### src/rtl/muldiv_ctrl.sv
// ---------------------------------------------------------------------------
// muldiv_ctrl : HI/LO owner with pipelined multiplier and radix-2 divider.
// Optional macro MULDIV_EARLY_OUT_EN : single-cycle trivial divides.  Rev 1.0
// ---------------------------------------------------------------------------
`default_nettype none

module muldiv_ctrl #(
  parameter int MUL_LAT = 3
) (
  input  logic        clk,
  input  logic        reset,
  input  logic        exe_valid,
  input  logic [7:0]  div_mul,
  input  logic [31:0] src_a,
  input  logic [31:0] src_b,
  input  logic        flush,
  output logic        md_stall,
  output logic        busy,
  output logic [31:0] hilo_rdata,
  output logic [31:0] hi,
  output logic [31:0] lo
);

  typedef enum logic [1:0] {
    S_IDLE = 2'd0,
    S_MUL  = 2'd1,
    S_DIV  = 2'd2,
    S_FIX  = 2'd3
  } state_t;

  localparam logic [4:0] MUL_CNT = 5'(MUL_LAT - 1);

  state_t      state, state_n;
  logic [4:0]  cnt, cnt_n;
  logic [31:0] hi_n, lo_n;
  logic [32:0] mul_a, mul_a_n, mul_b, mul_b_n;
  logic [31:0] rem, rem_n, quo, quo_n, dvsr, dvsr_n, raw_a, raw_a_n;
  logic        neg_q, neg_q_n, neg_r, neg_r_n, dbz, dbz_n;

  logic        has_op, issue;
  logic        op_div, op_divu, op_mult, op_multu, op_mflo, op_mthi, op_mtlo;
  logic [31:0] a_mag, b_mag;
  logic [63:0] prod;
  logic [32:0] shifted, diff;

  // Priority decode: div > divu > mult > multu > mfhi > mflo > mthi > mtlo
  assign op_div   = div_mul[7];
  assign op_divu  = ~div_mul[7]       & div_mul[6];
  assign op_mult  = ~(|div_mul[7:6])  & div_mul[5];
  assign op_multu = ~(|div_mul[7:5])  & div_mul[4];
  assign op_mflo  = ~(|div_mul[7:3])  & div_mul[2];
  assign op_mthi  = ~(|div_mul[7:2])  & div_mul[1];
  assign op_mtlo  = ~(|div_mul[7:1])  & div_mul[0];

  assign has_op     = |div_mul;
  assign busy       = (state != S_IDLE);
  assign md_stall   = exe_valid & has_op & busy;
  assign issue      = exe_valid & has_op & ~busy & ~flush;
  assign hilo_rdata = op_mflo ? lo : hi;

  assign a_mag = (op_div & src_a[31]) ? (~src_a + 32'd1) : src_a;
  assign b_mag = (op_div & src_b[31]) ? (~src_b + 32'd1) : src_b;

  // 33x33 product reduced mod 2^64 is the exact 64-bit result.
  assign prod = {{31{mul_a[32]}}, mul_a} * {{31{mul_b[32]}}, mul_b};

  // One restoring step: remainder never exceeds the divisor, so bit 32 is the sign.
  assign shifted = {rem, quo[31]};
  assign diff    = shifted - {1'b0, dvsr};

  always_comb begin
    state_n = state;
    cnt_n   = cnt;
    hi_n    = hi;
    lo_n    = lo;
    mul_a_n = mul_a;
    mul_b_n = mul_b;
    rem_n   = rem;
    quo_n   = quo;
    dvsr_n  = dvsr;
    raw_a_n = raw_a;
    neg_q_n = neg_q;
    neg_r_n = neg_r;
    dbz_n   = dbz;
    case (state)
      S_IDLE: begin
        if (issue) begin
          if (op_div | op_divu) begin
            rem_n   = 32'd0;
            quo_n   = a_mag;
            dvsr_n  = b_mag;
            raw_a_n = src_a;
            neg_q_n = op_div & (src_a[31] ^ src_b[31]);
            neg_r_n = op_div & src_a[31];
            dbz_n   = (src_b == 32'd0);
            cnt_n   = 5'd31;
            state_n = S_DIV;
`ifdef MULDIV_EARLY_OUT_EN
            if ((src_b == 32'd0) || (a_mag < b_mag)) begin
              rem_n   = a_mag;
              quo_n   = 32'd0;
              state_n = S_FIX;
            end
`endif
          end else if (op_mult | op_multu) begin
            mul_a_n = {op_mult & src_a[31], src_a};
            mul_b_n = {op_mult & src_b[31], src_b};
            cnt_n   = MUL_CNT;
            state_n = S_MUL;
          end else if (op_mthi) begin
            hi_n = src_a;
          end else if (op_mtlo) begin
            lo_n = src_a;
          end
        end
      end
      S_MUL: begin
        if (flush) begin
          state_n = S_IDLE;
        end else if (cnt == 5'd0) begin
          hi_n    = prod[63:32];
          lo_n    = prod[31:0];
          state_n = S_IDLE;
        end else begin
          cnt_n = cnt - 5'd1;
        end
      end
      S_DIV: begin
        if (flush) begin
          state_n = S_IDLE;
        end else begin
          rem_n = diff[32] ? shifted[31:0] : diff[31:0];
          quo_n = {quo[30:0], ~diff[32]};
          if (cnt == 5'd0) state_n = S_FIX;
          else             cnt_n   = cnt - 5'd1;
        end
      end
      S_FIX: begin
        if (!flush) begin
          if (dbz) begin
            lo_n = 32'hFFFF_FFFF;
            hi_n = raw_a;
          end else begin
            lo_n = neg_q ? (~quo + 32'd1) : quo;
            hi_n = neg_r ? (~rem + 32'd1) : rem;
          end
        end
        state_n = S_IDLE;
      end
      default: state_n = S_IDLE;
    endcase
  end

  always_ff @(posedge clk) begin
    if (reset) begin
      state <= S_IDLE;
      cnt   <= 5'd0;
      hi    <= 32'd0;
      lo    <= 32'd0;
      mul_a <= 33'd0;
      mul_b <= 33'd0;
      rem   <= 32'd0;
      quo   <= 32'd0;
      dvsr  <= 32'd0;
      raw_a <= 32'd0;
      neg_q <= 1'b0;
      neg_r <= 1'b0;
      dbz   <= 1'b0;
    end else begin
      state <= state_n;
      cnt   <= cnt_n;
      hi    <= hi_n;
      lo    <= lo_n;
      mul_a <= mul_a_n;
      mul_b <= mul_b_n;
      rem   <= rem_n;
      quo   <= quo_n;
      dvsr  <= dvsr_n;
      raw_a <= raw_a_n;
      neg_q <= neg_q_n;
      neg_r <= neg_r_n;
      dbz   <= dbz_n;
    end
  end

endmodule

`default_nettype wire

### config.mk
export PLATFORM = sky130hd
export DESIGN_NAME = muldiv_ctrl
export DESIGN_NICKNAME = d
export VERILOG_FILES = /design/src/rtl/muldiv_ctrl.sv
export SDC_FILE = /design/constraint.sdc
export NUM_CORES = 2
export LEC_CHECK = 0
export CORE_ASPECT_RATIO = 1.75
export CORE_MARGIN = 10
export CORE_UTILIZATION = 67
export CTS_CLUSTER_DIAMETER = 100
export CTS_CLUSTER_SIZE = 12
export DETAILED_ROUTE_END_ITERATION = 8
export GPL_ROUTABILITY_DRIVEN = 0
export PLACE_DENSITY = 0.83
export SETUP_SLACK_MARGIN = 0.5
export SYNTH_ARGS = -nofsm -noshare
export SYNTH_HDL_FRONTEND = slang
export SYNTH_SLANG_ARGS = --single-unit
### constraint.sdc
create_clock -name clk -period 11.55 [get_ports clk]
set_input_delay 1.7325 -clock clk [delete_from_list [all_inputs] [get_ports clk]]
set_output_delay 1.7325 -clock clk [all_outputs]
set_load 0.05 [all_outputs]
After elaboration in Yosys (flattened, before gate mapping)
Index checks and enable logic that the tools add are counted.
{"block": "totals", "ff_bits": 268, "output_inout_bits": 98, "word_cells": 139}
{"block": "op_classes", "n_reduce_logical": 21, "n_eq_ne": 19, "addsub": 6, "bitwise_logic": 32, "multipliers": 1, "n_mux": 47}
{"op": "32-bit 2-to-1 mux", "count": 29}
{"op": "32-bit one-hot mux with 3 select lines", "count": 2}
{"op": "32-bit by 1-bit adder with 32-bit output (second input constant)", "count": 4}
{"op": "32-bit NOT", "count": 4}
{"op": "32-bit one-hot mux with 2 select lines", "count": 2}
{"op": "33-bit by 33-bit multiplier with 64-bit output", "count": 1}
{"op": "33-bit by 32-bit subtractor with 33-bit output", "count": 1}
{"op": "32-bit zero test", "count": 1}
{"op": "2-bit inequality test (second input constant)", "count": 13}
{"op": "5-bit 2-to-1 mux", "count": 5}
{"op": "1-bit AND", "count": 15}
{"op": "2-bit 2-to-1 mux", "count": 7}
{"op": "4-bit AND reduction", "count": 3}
{"op": "1-bit NOT", "count": 10}
{"op": "5-bit one-hot mux with 2 select lines", "count": 1}
{"op": "3-bit inequality test (second input constant)", "count": 3}
{"op": "9-bit AND reduction", "count": 1}
{"op": "2-bit one-hot mux with 4 select lines", "count": 1}
{"op": "8-bit AND reduction", "count": 1}
{"op": "8-bit OR reduction", "count": 1}
{"op": "7-bit OR reduction", "count": 1}
{"op": "2-bit nonzero test", "count": 3}
{"op": "6-bit OR reduction", "count": 1}
{"op": "5-bit zero test", "count": 1}
{"op": "12 further kinds", "count": 15}

Logic depth before layout (Yosys ltp)
{"block": "logic_depth", "word_depth": 9, "depth_mapped": 30, "depth_no_buf": 27}

Least setup slack after synthesis
OpenSTA, ideal clock, no wires.
{"block": "synth_timing", "path_type": "register to register", "startpoint": "register mul_b[9]", "endpoint": "register hi[31]", "arrival_time_ns": 7.865, "stages_incl_launch_ff": 29, "setup_time_ns": 0.091, "required_time_ns": 11.459, "setup_slack_ns": 3.594, "period_less_slack_ns": 7.956, "path_cell_list": "dfxtp_1 > clkbuf_1 > nand2_1 > inv_1 > fa_1 > inv_1 > fa_1 > inv_1 > fa_1 > inv_1 > fa_1 > fa_1 > inv_1 > fa_1 > inv_1 > fa_1 > fa_1 > inv_1 > ha_1 > inv_1 > o21bai_1 > a211oi_1 > nand3_1 > o31ai_1 > a211oi_1 > a2111oi_0 > nor3_1 > nand3b_1 > a311oi_1"}
{"block": "synth_via", "elab_chain_len": 4}
{"element": "start, declared", "line_no": "36", "rtl": "logic [32:0] mul_a, mul_a_n, mul_b, mul_b_n;"}
{"element": "start signal, assigned", "line_no": "175", "rtl": "mul_b <= mul_b_n;"}
{"element": "33-bit by 33-bit multiplier with 64-bit output", "line_no": "65", "rtl": "assign prod = {{31{mul_a[32]}}, mul_a} * {{31{mul_b[32]}}, mul_b};"}
{"element": "32-bit 2-to-1 mux", "line_no": "120", "rtl": "end else if (cnt == 5'd0) begin"}
{"element": "32-bit 2-to-1 mux", "line_no": "118", "rtl": "if (flush) begin"}
{"element": "32-bit one-hot mux with 3 select lines", "line_no": "85", "rtl": "case (state)"}
{"element": "end signal, assigned", "line_no": "172", "rtl": "hi <= hi_n;"}
{"element": "end, declared", "line_no": "20", "rtl": "output logic [31:0] hi,"}
No other way between the ends. The select of a mux whose other input is x is not followed.
A chain may end at the register's enable or synchronous reset.

Worst setup path after layout
{"block": "layout_timing", "startpoint": "register mul_b[3]", "endpoint": "register hi[31]"}
The elaborated chain is that of the path after synthesis.

==> metrics list <==
* Result of the run: finished clean
* DR vias/cell: 6.25
- Max-slew violations: 0
- Routed WL: 167 mm
- The hold violation total from the final report is 0.
* Overflow after GRT: 0
- The number of placed instances, taps included, is 7221.
- Fraction of registers with async set/reset: 0
- Drt pass-1 iters: 7
* Antenna violations before repair: 4
* Initial core utilization: 0.673
* Quantity of I/O buffers inserted on ports: 173
- Across the routed clock network, the largest skew measured is 40.8 ps.
* Classification of the worst-slack hold path: flip-flop to flip-flop
- Clock root buffer: sky130_fd_sc_hd__clkbuf_16
* Critical Path Slowest Stage Cell: sky130_fd_sc_hd__dfxtp_1
* Initial detailed-routing violation count: 4369
- The clock drives 268 sinks.
* Setup_tns: 0 ps
- Core Util, Final: 0.710
* Overall die height: 396 um
* Setup violators final: 0
* Sequential element share of the synthesized area: 0.0989
- Setup repair after global routing missed its margin: no
- In this run the deepest clock path goes through 3 buffers.
- The die is 235 um wide.
- Clock slew seen by the registers of the worst setup and hold paths: 70 ps
* Maximum number of pins on one net before global-route repair: 163
- The worst setup path is captured at a flip-flop.
- Headroom to the max-slew limit came out at 0.0189.
- After clock tree synthesis, the repair step resized 0 gates.
- In the synthesized netlist the dominant register cell turns out to be sky130_fd_sc_hd__dfxtp_1.
- Number of global-route vias before repair: 48983
- Type of origin of the critical path: flip-flop
- Counting instances, the worst hold path has a depth of 2.
- Count of hold-fix buffers inserted at cts: 0
* Peak per-stage delay on the critical path: 1280 ps
- In this run the power density over the cells is 80.0 mW/mm^2.
- Yosys printed 0 warnings.
- In the final layout, the share of cells above drive strength 1 is 0.0289.
- The clock reaches the later pin of the worst-skew pair after 610 ps.
- For this design the static power due to leakage is 27.6 nW.
* CP arrival: 9990 ps
- Post-synth EDFFs: 0
- Clock tree synthesis inserted a total of 26 buffers.
- TritonCTS clock tree: done
- In this run the standard cell core region covers 0.0806 mm^2.
- Counting I/O delays and the setup requirement, the final critical path takes 9520 ps.
* Crit path required time: 12020 ps
- Crit path kind: flip-flop to flip-flop
* Register bit count reported by yosys: 268
- Row generation in the floorplan step produced 138 rows.
- Wire length of the first global-routing pass: 263 mm
- Number of antenna-violating nets in the routed design: 0
* Number of different library cells in the post-synthesis netlist: 75
- At the pin with the least slew margin, the transition time is 1470 ps.
- Per-cell routed wire length: 23.1 um
- Timing would allow up to 0.105 GHz.
- OpenSTA, run right after detailed placement, puts the worst setup slack at 2230 ps.
* Per-instance average area after synthesis: 8.60 um^2
- The tool flagged a number of max-cap violations equal to 0.
- Count of non-filler cells in the finished layout: 7257
- Total via count in the routed design: 45323
- In the synthesized netlist, the number of instances is 6309.
- Measured in cells, the most critical reg-to-reg path has a length of 25.
- In this run the number of H-tree levels came out at 1.
- Top fanout value on the critical path: 34
- Global Route Usage Sum: 0.359
- Counting stages on the worst path, the most repeated cell is sky130_fd_sc_hd__fa_1.
- Dividing the final minimum period by the clock period gives 0.824.
- Number of nets in the layout: 7655
* Minimum setup slack in the final design: 2030 ps
- Number of setup buffers added after CTS: 0
* Drc violations: 0
- Die footprint: 0.0932 mm^2
- Across the VDD grid, the largest voltage drop is 0.243 mV.
- Signed area change from the synthesized netlist to the final layout: 5.50%
- Cell area after synthesis: 0.0542 mm^2
* Number of primary I/O pins: 174
- Synthesis produced a netlist with a net count of 7765.
* DP Wirelength: 133 mm
[worst paths after layout]
path,start,to,slack [ps]
min reg2reg,mul_b[25],mul_b[25],460
max reg2reg,mul_b[3],hi[31],2030
max,mul_b[3],hi[31],2030
min,mul_b[25],mul_b[25],460
[flip-flops by register name, summed over array words and instances (netlist names)]
signal  flops
state       2
raw_a      32
cnt         5
neg_q       1
dbz         1
mul_b      33
quo        32
mul_a      33
lo         32
rem        32
hi         32
neg_r       1
dvsr       32
[placed cells by master, fill, tap and decap left out, types with 11 or more instances in the layout]
cell / synthesis / routed
sky130_fd_sc_hd__a21oi_1: 281 / 279
sky130_fd_sc_hd__o21bai_1: 15 / 15
sky130_fd_sc_hd__mux2i_1: 25 / 25
sky130_fd_sc_hd__nor3_1: 48 / 47
sky130_fd_sc_hd__a311oi_1: 28 / 28
sky130_fd_sc_hd__a211oi_1: 64 / 63
sky130_fd_sc_hd__nand2b_1: 27 / 27
sky130_fd_sc_hd__a22oi_1: 16 / 16
sky130_fd_sc_hd__mux2_2: 32 / 32
sky130_fd_sc_hd__or3_1: 24 / 23
sky130_fd_sc_hd__or4_1: 12 / 12
sky130_fd_sc_hd__a31oi_1: 15 / 15
sky130_fd_sc_hd__buf_4: 1 / 82
sky130_fd_sc_hd__nand2_1: 984 / 984
sky130_fd_sc_hd__o21ai_0: 200 / 199
sky130_fd_sc_hd__nor4_1: 19 / 19
sky130_fd_sc_hd__a221o_1: 16 / 16
sky130_fd_sc_hd__o41ai_1: 17 / 17
sky130_fd_sc_hd__fa_1: 1126 / 1126
sky130_fd_sc_hd__nand3_1: 35 / 35
sky130_fd_sc_hd__inv_1: 1174 / 1174
sky130_fd_sc_hd__clkdlybuf4s50_1: 0 / 172
sky130_fd_sc_hd__o211ai_1: 14 / 14
sky130_fd_sc_hd__a221oi_1: 24 / 24
sky130_fd_sc_hd__a21o_1: 45 / 45
sky130_fd_sc_hd__and2_1: 546 / 546
sky130_fd_sc_hd__nor2_1: 185 / 182
sky130_fd_sc_hd__clkbuf_16: 0 / 26
sky130_fd_sc_hd__nor2b_1: 37 / 37
sky130_fd_sc_hd__o21a_1: 13 / 13
sky130_fd_sc_hd__dfxtp_1: 268 / 260
sky130_fd_sc_hd__xnor2_1: 140 / 140
sky130_fd_sc_hd__ha_1: 254 / 251
sky130_fd_sc_hd__nand4_1: 17 / 17
sky130_fd_sc_hd__o31ai_1: 33 / 33
sky130_fd_sc_hd__and3_1: 11 / 11
sky130_fd_sc_hd__xor2_1: 74 / 74
[cell families after synthesis]
group	Yosys count	synth area share
AND/OR/NAND/NOR	1981	0.174
flip-flops	268	0.0989
multiplexers	57	0.0113
XOR/XNOR	214	0.0346
adder cells (fa/ha/maj)	1380	0.474
buffers and inverters	1568	0.109
AO/OA/AOI/OAI	841	0.0981
[routing by layer]
layer | part of all wire | wire length, um | vias up | GRT usage
li1 | - | - | 19060 | -
met4 | 0.10 | 17000 | 4 | 0.304
met2 | 0.50 | 84500 | 2826 | 0.635
met3 | 0.090 | 15100 | 1022 | 0.0583
met1 | 0.30 | 50800 | 22411 | 0.367
met5 | 0.00012 | 20 | - | 0.00261
[critical path: cells and delay by family (launching register included)]
kind | cells | cell delay (ps)
AOI/OAI and AO/OA | 7 | 1860
adders and majority gates | 9 | 4940
buffers and inverters | 5 | 700
DFF | 1 | 1280
and+or+nand+nor | 4 | 610
[power by group]
part / switching [W] / internal (W) / leakage (nW) / total, W
clock network: 0.000401 / 0.000408 / 0.343 / 0.000808
registers: 0.000250 / 0.00110 / 2.19 / 0.00135
logic: 0.00163 / 0.000786 / 25.1 / 0.00242
[stage by stage]
step	power [W]	hold WS (ps)	instance area, um^2
global route	0.00472	473	57200
detailed placement	0.00372	447	56500
finish	0.00458	456	57200
floorplan	0.00289	432	54200
global placement	0.00368	437	56500
CTS	0.00451	455	57200
[synthesized netlist by cell type, types with 74 or more instances]
library cell                  n  area (um^2)
sky130_fd_sc_hd__dfxtp_1    268         5370
sky130_fd_sc_hd__ha_1       254         3180
sky130_fd_sc_hd__nor2_1     185          694
sky130_fd_sc_hd__fa_1      1126        22500
sky130_fd_sc_hd__o21ai_0    200         1000
sky130_fd_sc_hd__xor2_1      74          648
sky130_fd_sc_hd__xnor2_1    140         1230
sky130_fd_sc_hd__clkbuf_1   374         1400
sky130_fd_sc_hd__a21oi_1    281         1410
sky130_fd_sc_hd__inv_1     1174         4410
sky130_fd_sc_hd__and2_1     546         3420
sky130_fd_sc_hd__nand2_1    984         3690
[area by class of cell]
class | count | area [um^2]
clock buffer | 27 | 664
inverter | 1175 | 4410
tap | 1050 | 1310
antenna | 7 | 17.5
sequential | 268 | 5380
clock inverter | 2 | 38.8
multi-input combinational | 4473 | 43100
fill | 6002 | 23400
timing repair buffer | 255 | 2350
(Power assumes the default switching activity.)
